File: src/rtl/adex_pkg.sv
// Shared constants, state encoding and nibble selection for the AdEx nibble parameter-load protocol.
package adex_pkg;

    localparam int NUM_PARAMS = 8;
    localparam logic [3:0] FOOTER_NIB = 4'hF;

    localparam int P_DELTAT = 0;
    localparam int P_TAUW   = 1;
    localparam int P_A      = 2;
    localparam int P_B      = 3;
    localparam int P_VRESET = 4;
    localparam int P_VT     = 5;
    localparam int P_IBIAS  = 6;
    localparam int P_C      = 7;

    localparam logic [63:0] DEFAULT_PARAMS_FLAT = {8'd200, 8'd143, 8'd78, 8'd63,
                                                   8'd168, 8'd130, 8'd228, 8'd130};

    // Header is strobe 0, two nibbles per byte follow, footer is the final strobe.
    localparam logic [4:0] LAST_STROBE = 5'(2 * NUM_PARAMS + 1);

    typedef enum logic [2:0] {
        TX_IDLE   = 3'd0,
        TX_REARM  = 3'd1,
        TX_SETUP  = 3'd2,
        TX_GAP    = 3'd3,
        TX_STROBE = 3'd4,
        TX_HOLD   = 3'd5
    } tx_state_e;

    localparam logic [2:0] ST_IDLE   = TX_IDLE;
    localparam logic [2:0] ST_REARM  = TX_REARM;
    localparam logic [2:0] ST_SETUP  = TX_SETUP;
    localparam logic [2:0] ST_GAP    = TX_GAP;
    localparam logic [2:0] ST_STROBE = TX_STROBE;
    localparam logic [2:0] ST_HOLD   = TX_HOLD;

    function automatic int max_int(input int a, input int b);
        return (a > b) ? a : b;
    endfunction

    // Nibble carried by strobe s: header 0, then high/low nibble of each byte, then footer.
    function automatic logic [3:0] frame_nibble(input logic [4:0] s, input logic [63:0] snap);
        logic [2:0] idx_v;
        logic [7:0] byte_v;
        idx_v  = 3'((s - 5'd1) >> 1);
        byte_v = snap[{idx_v, 3'b000} +: 8];
        if (s == 5'd0) begin
            return 4'h0;
        end else if (s >= LAST_STROBE) begin
            return FOOTER_NIB;
        end else if (s[0]) begin
            return byte_v[7:4];
        end else begin
            return byte_v[3:0];
        end
    endfunction

endpackage

File: src/rtl/adex_strobe_timer.sv
// Load/count-down phase counter; term marks the last cycle of the loaded phase.
module adex_strobe_timer #(
    parameter int W = 3
) (
    input  logic         clk,
    input  logic         rst_n,
    input  logic         load,
    input  logic [W-1:0] load_val,
    output logic         term
);

    logic [W-1:0] cnt_r;

    // Phase counter: load on phase entry, count down to zero and stop.
    always_ff @(posedge clk or negedge rst_n) begin
        if (!rst_n) begin
            cnt_r <= {W{1'b0}};
        end else if (load) begin
            cnt_r <= load_val;
        end else if (cnt_r != {W{1'b0}}) begin
            cnt_r <= cnt_r - W'(1);
        end else begin
            cnt_r <= cnt_r;
        end
    end

    assign term = (cnt_r == W'(1));

endmodule

File: src/rtl/adex_param_stream_tx.sv
// Host-side AdEx nibble parameter-load transmitter (protocol master).
// Optional ADEX_TX_AUTO_RELEASE_EN: leave HOLD by itself after HOLD_CYCLES idle cycles.
module adex_param_stream_tx
    import adex_pkg::*;
#(
    parameter int STROBE_HIGH = 2,
    parameter int STROBE_GAP  = 4,
    parameter int HOLD_CYCLES = 1000
) (
    input  logic        clk,
    input  logic        rst_n,
    input  logic        start,
    input  logic [63:0] params_flat,
    input  logic        release_req,
    input  logic        abort,
    output logic        load_mode_o,
    output logic        load_enable_o,
    output logic [3:0]  nibble_o,
    output logic        busy,
    output logic        done,
    output logic        hold_o
);

`ifdef ADEX_TX_AUTO_RELEASE_EN
    localparam bit AUTO_RELEASE = 1'b1;
`else
    localparam bit AUTO_RELEASE = 1'b0;
`endif

    // Without auto-release the hold phase needs no count, so the counter stays narrow.
    localparam int HOLD_SPAN = AUTO_RELEASE ? HOLD_CYCLES : 0;
    localparam int CNT_MAX   = max_int(max_int(STROBE_HIGH, STROBE_GAP), HOLD_SPAN);
    localparam int CW        = $clog2(CNT_MAX + 1);

    localparam logic [CW-1:0] LOAD_HIGH = CW'(STROBE_HIGH);
    localparam logic [CW-1:0] LOAD_GAP  = CW'(STROBE_GAP);
    localparam logic [CW-1:0] LOAD_HOLD = CW'(HOLD_SPAN);

    logic [2:0]    state_r;
    logic [4:0]    s_r;
    logic          last_r;
    logic [63:0]   snap_r;

    logic [2:0]    nstate_s;
    logic [4:0]    ns_s;
    logic          nlast_s;
    logic [63:0]   nsnap_s;
    logic          tload_s;
    logic [CW-1:0] tval_s;
    logic          tterm_s;

    logic          load_mode_s;
    logic          load_enable_s;
    logic [3:0]    nibble_s;
    logic          busy_s;
    logic          done_s;
    logic          hold_s;

    adex_strobe_timer #(
        .W(CW)
    ) u_timer (
        .clk      (clk),
        .rst_n    (rst_n),
        .load     (tload_s),
        .load_val (tval_s),
        .term     (tterm_s)
    );

    // Next-state logic; abort overrides everything, start beats release_req in HOLD.
    always_comb begin
        nstate_s = state_r;
        ns_s     = s_r;
        nlast_s  = last_r;
        nsnap_s  = snap_r;
        tload_s  = 1'b0;
        tval_s   = {CW{1'b0}};
        if (abort) begin
            nstate_s = ST_IDLE;
            ns_s     = 5'd0;
            nlast_s  = 1'b0;
        end else begin
            case (state_r)
                ST_IDLE: begin
                    if (start) begin
                        nstate_s = ST_SETUP;
                        nsnap_s  = params_flat;
                        ns_s     = 5'd0;
                        nlast_s  = 1'b0;
                        tload_s  = 1'b1;
                        tval_s   = LOAD_GAP;
                    end else begin
                        nstate_s = ST_IDLE;
                    end
                end
                ST_REARM: begin
                    if (tterm_s) begin
                        nstate_s = ST_SETUP;
                        tload_s  = 1'b1;
                        tval_s   = LOAD_GAP;
                    end else begin
                        nstate_s = ST_REARM;
                    end
                end
                ST_SETUP: begin
                    if (tterm_s) begin
                        nstate_s = ST_STROBE;
                        tload_s  = 1'b1;
                        tval_s   = LOAD_HIGH;
                    end else begin
                        nstate_s = ST_SETUP;
                    end
                end
                ST_STROBE: begin
                    if (tterm_s) begin
                        nstate_s = ST_GAP;
                        tload_s  = 1'b1;
                        tval_s   = LOAD_GAP;
                        if (s_r >= LAST_STROBE) begin
                            nlast_s = 1'b1;
                        end else begin
                            ns_s = s_r + 5'd1;
                        end
                    end else begin
                        nstate_s = ST_STROBE;
                    end
                end
                ST_GAP: begin
                    if (tterm_s && last_r) begin
                        nstate_s = ST_HOLD;
                        tload_s  = 1'b1;
                        tval_s   = LOAD_HOLD;
                    end else if (tterm_s) begin
                        nstate_s = ST_STROBE;
                        tload_s  = 1'b1;
                        tval_s   = LOAD_HIGH;
                    end else begin
                        nstate_s = ST_GAP;
                    end
                end
                ST_HOLD: begin
                    if (start) begin
                        nstate_s = ST_REARM;
                        nsnap_s  = params_flat;
                        ns_s     = 5'd0;
                        nlast_s  = 1'b0;
                        tload_s  = 1'b1;
                        tval_s   = LOAD_GAP;
                    end else if (release_req) begin
                        nstate_s = ST_IDLE;
`ifdef ADEX_TX_AUTO_RELEASE_EN
                    end else if (tterm_s) begin
                        nstate_s = ST_IDLE;
`endif
                    end else begin
                        nstate_s = ST_HOLD;
                    end
                end
                default: begin
                    nstate_s = ST_IDLE;
                    ns_s     = 5'd0;
                    nlast_s  = 1'b0;
                end
            endcase
        end
    end

    // Output decode from the next state so every pin comes straight from a flop.
    always_comb begin
        load_mode_s   = 1'b0;
        load_enable_s = 1'b0;
        nibble_s      = 4'h0;
        busy_s        = 1'b0;
        hold_s        = 1'b0;
        case (nstate_s)
            ST_SETUP, ST_GAP: begin
                load_mode_s = 1'b1;
                busy_s      = 1'b1;
                nibble_s    = frame_nibble(ns_s, nsnap_s);
            end
            ST_STROBE: begin
                load_mode_s   = 1'b1;
                load_enable_s = 1'b1;
                busy_s        = 1'b1;
                nibble_s      = frame_nibble(ns_s, nsnap_s);
            end
            ST_HOLD: begin
                load_mode_s = 1'b1;
                hold_s      = 1'b1;
            end
            default: begin
                load_mode_s = 1'b0;
                hold_s      = 1'b0;
            end
        endcase
        if ((nstate_s == ST_HOLD) && (state_r != ST_HOLD)) begin
            done_s = 1'b1;
        end else begin
            done_s = 1'b0;
        end
    end

    // State, frame snapshot and registered protocol outputs.
    always_ff @(posedge clk or negedge rst_n) begin
        if (!rst_n) begin
            state_r       <= ST_IDLE;
            s_r           <= 5'd0;
            last_r        <= 1'b0;
            snap_r        <= 64'd0;
            load_mode_o   <= 1'b0;
            load_enable_o <= 1'b0;
            nibble_o      <= 4'h0;
            busy          <= 1'b0;
            done          <= 1'b0;
            hold_o        <= 1'b0;
        end else begin
            state_r       <= nstate_s;
            s_r           <= ns_s;
            last_r        <= nlast_s;
            snap_r        <= nsnap_s;
            load_mode_o   <= load_mode_s;
            load_enable_o <= load_enable_s;
            nibble_o      <= nibble_s;
            busy          <= busy_s;
            done          <= done_s;
            hold_o        <= hold_s;
        end
    end

endmodule

File: config.mk
export PLATFORM = sky130hd
export DESIGN_NAME = adex_param_stream_tx
export DESIGN_NICKNAME = d
export VERILOG_FILES = /design/src/rtl/adex_pkg.sv /design/src/rtl/adex_strobe_timer.sv /design/src/rtl/adex_param_stream_tx.sv
export SDC_FILE = /design/constraint.sdc
export NUM_CORES = 1
export LEC_CHECK = 0
export ABC_AREA = 1
export CAP_MARGIN = 40
export CELL_PAD_IN_SITES_DETAIL_PLACEMENT = 2
export CELL_PAD_IN_SITES_GLOBAL_PLACEMENT = 2
export CORE_MARGIN = 5
export CORE_UTILIZATION = 31
export CTS_CLUSTER_DIAMETER = 100
export DETAILED_ROUTE_END_ITERATION = 7
export PLACE_DENSITY = 0.88
export SLEW_MARGIN = 20
export SYNTH_ARGS = -nofsm -noshare
export SYNTH_HDL_FRONTEND = slang
export SYNTH_SLANG_ARGS = --single-unit
File: constraint.sdc
create_clock -name clk -period 3.8 [get_ports clk]
set_input_delay 0.76 -clock clk [delete_from_list [all_inputs] [get_ports clk]]
set_output_delay 0.76 -clock clk [all_outputs]
set_load 0.01 [all_outputs]
==> impl_metrics.toml <==
[final_layout]
final_cells = 867
layout-area-overhead-vs-synth_pct = 27.92
layout.cell_area.non_filler_um2 = 5967
final_nets = 756
post_route_cells_drive_above_1_share_pct = 6.735
num_antenna_cells = 0

[setup_path]
element_type_at_the_critical_path_end = "flop"
timing.reg2reg.setup_slack_ns = 0.54
crit_path_start = "start"
timing.setup.critical_path_class = "in -> reg"
most_common_cell_on_crit_path = "nand2_1"
crit_path_start_kind = "input pin"
timing.critical_path.slowest_cell_delay_ns = 0.55
crit_family = "buffers and inverters"
critical_path_required_ns = 4.04
slowest_stage = "clkdlybuf4s50_1"
crit_arrival_ns = 3.61
regToRegStartpoint = "s_r[1]"
critPathMaxFanout = 17
cp.buffers_inverters = 5
crit_path_cell_trace = "clkdlybuf4s50_1, o21ai_4, nand2_1, nand2_1, nand2_4, inv_1, ha_1, clkinvlp_4, o211ai_1, nand2_1, inv_1, nand3_1, nand2_1, nand2_1, nand3_1, nand3_1, nand2_1, inv_1"

[yosys]
avgSynthCellArea_um2 = 7.710
post_synthesis_net_count = 682
synthesis.area_um2 = 4664
postSynthRegisterBits = 85
synthesis.yosys.warnings = 0
netlist-cell-type-count = 34
sequential_area_share_after_synthesis_pct = 45.60
synth_cells = 605

[sta]
slew_viol_final = 0
layout_worst_path_cycle_share_pct = 88.74
timing.slew.headroom_pct = 63.25
timing.clock.skew_ns = 0.006134
max_clock_freq_mhz = 296.6
fin_setup_tns_ns = 0
rsz0062_at_grt = "false"
setup_ws_ns = 0.4280
worst_slew_pin_slew_ns = 0.5513
report.final.setup_viol = 0
timing_hold_violations_final = 0
timing.final.crit_period_ns = 3.372

[drt]
dr_total_vias = 4130
drc_viols = 0
detail_route.vias_per_cell = 4.764
drt_pre_antenna_iters = 5
routed_wl_um = 14380
postRouteAntennaNets = 0
wl_per_cell_um = 16.58
drt_iter0_markers = 144

[power]
ir_drop_mv = 0.2019
power.static_leakage_nw = 3.231
clock_power_share_pct = 29.9
pwr-share-seq_pct = 40.8
power_report.internal_total_w = 0.001992
cellPowerDensity_nw_per_um2 = 496.5
net-switching-power_w = 0.0009703
power.share.switching_pct = 32.75
combPwrFrac_pct = 29.3

[placement]
place_hpwl_um = 11150
cell_count_after_placement = 852
placement_setup_slack_ns = -0.06380
buffer_ports.inserted = 77
place.gp.congestion = 0.8377
placedInstanceArea_um2 = 5672

[clock_tree]
number_of_h_tree_levels = 3
tritoncts = "built"
cts_max_path_buffers = 2
insertion_delay_ns = 0.35
cts.sink_count = 85
cts_root_buffer = "clkbuf_16"
clk_pin_slew_worst_paths_ns = 0.06
numCtsBuffers = 9

[global_route]
grt_first_pass_wirelength_um = 24610
grt_pass1_vias = 4942
overflow = 0
pin_count_of_the_biggest_net_entering_global_routing = 58
grt_util_all_layers_pct = 17.32
number_of_antenna_violations_at_the_first_check_in_global_routing = 0

[floorplan]
floorplan.io_pins = 78
floorplan.die_area_um2 = 17600
core_area_um2 = 14640
effective_utilization_at_floorplan_pct = 31.85
fp-row-count = 44
fp.dieH_um = 132.7
dieWidth_um = 132.7

[run]
drv.max_cap_violation_count = 0

[min_path]
worst_hold_path_type = "in -> async"

[run_status]
outcome = "completed"
-- area by class of cell --
type / instances / area, um^2
multi-input combinational: 380 / 1986
inverter: 118 / 446.7
clock buffer: 11 / 242.7
tap: 184 / 230.2
fill: 1704 / 8677
timing repair buffer: 85 / 885.9
clock inverter: 4 / 48.80
sequential: 85 / 2127
-- timing repair --
| action | in CTS | in global routing |
|---|---|---|
| resized for setup | 0 | 1 |
| hold buffers | 0 | 0 |
| setup endpoints to repair | 0 | 1 |
| setup buffers | 0 | 0 |
-- stage by stage --
step	util, %	power, W	hold slack [ns]
2_1_floorplan	-	0.001764	0.4602
3_3_place_gp	38.54	0.002008	0.4796
3_5_place_dp	38.73	0.002108	0.4886
4_1_cts	40.72	0.003021	0.4017
5_1_grt	40.75	0.003172	0.4292
6_report	40.75	0.002962	0.3955
-- power by group through the flow --
stage	combinational (W)	sequential [W]	clock (W)
2_1_floorplan	0.000568	0.00120	0
3_3_place_gp	0.000804	0.00120	0
3_5_place_dp	0.000883	0.00122	0
4_1_cts	0.000891	0.00121	0.000919
5_1_grt	0.000997	0.00123	0.000948
6_report	0.000868	0.00121	0.000887
-- per-layer routing --
layer	share of wire, %	global-route usage, %	wire [um]
met1	44	20.58	6278
met3	2.9	3.113	411
met2	52	31.62	7487
met5	0	0	0
met4	1.4	5.543	199
-- cells in the mapped netlist (all sizes together) --
cell type  instances  area share [%]
nand2            200              17
inv              117             9.4
dfrtp             85              46
o21ai             61             6.8
nand3             37             4.3
buf               17             2.1
mux2i             16             3.4
nor2              16             1.6
o211ai            15             2.4
o21a              12             1.9
ha                 8             2.1
clkbuf             5            0.43
a21oi              4            0.67
nand4              3            0.40
nor3               2            0.21
a22oi              1            0.16
clkinv             1           0.080
o2111ai            1            0.19
o221a              1            0.24
o22ai              1            0.13
o31ai              1            0.16
xnor2              1            0.19
-- kinds of logic (layout without fill, tap and decap cells) --
kind of cell               Yosys count  in the layout  share of synthesized area [%]
buffers and inverters              140            218                          11.99
and+or+nand+nor                    258            258                          23.95
xor gates and xnor gates             1              1                         0.1878
AOI/OAI and AO/OA                   97             97                          12.69
DFF                                 85             85                          45.60
muxes                               16             16                          3.433
adders and majority gates            8              8                          2.146
-- worst register-to-register path: stages, from the launching register on --
cell and delay (ns):
dfrtp_1 0.43, inv_1 0.09, ha_1 0.18, nor2_1 0.09, nand3_1 0.08, nand2_1 0.16, nand2_1 0.10, a21oi_1 0.23
nand2_4 0.14, inv_1 0.18, ha_1 0.26, clkinvlp_4 0.35, o211ai_1 0.22, nand2_1 0.07, inv_1 0.07, nand3_1 0.07
nand2_1 0.06, nand2_1 0.05, nand3_1 0.08, nand3_1 0.09, nand2_1 0.08, inv_1 0.05
-- path summary, 6_finish.rpt --
path                               endpoint  cells after the start
worst max-delay path            nibble_o[0]                     18
worst max register to register  nibble_o[0]                     21
worst min-delay path             snap_r[14]                      1
worst min register to register   snap_r[31]                      2
max in group asynchronous        snap_r[38]                      2
min in group clk                 snap_r[31]                      2
-- registers in the layout (all words and copies together) (netlist names) --
register       cells
load_mode_o        1
nibble_o           4
snap_r            64
last_r             1
u_timer.cnt_r      3
load_enable_o      1
hold_o             1
done               1
s_r                5
state_r            3
busy               1
-- cells in the final DEF (no fill, tap or decap), types with 2 or more instances in the layout --
cell type / instances
a21oi_1: 3
buf_12: 3
buf_4: 5
clkbuf_16: 9
clkdlybuf4s50_1: 76
clkinv_2: 2
dfrtp_1: 85
ha_1: 8
inv_1: 114
inv_2: 3
mux2i_1: 16
nand2_1: 189
nand2_2: 4
nand2_4: 7
nand3_1: 34
nand3_2: 2
nand4_1: 3
nor2_1: 14
nor2_4: 2
nor3_1: 2
o211ai_1: 15
o21a_1: 12
o21ai_0: 14
o21ai_1: 46
No activity file was read; power rests on OpenSTA's default activity.
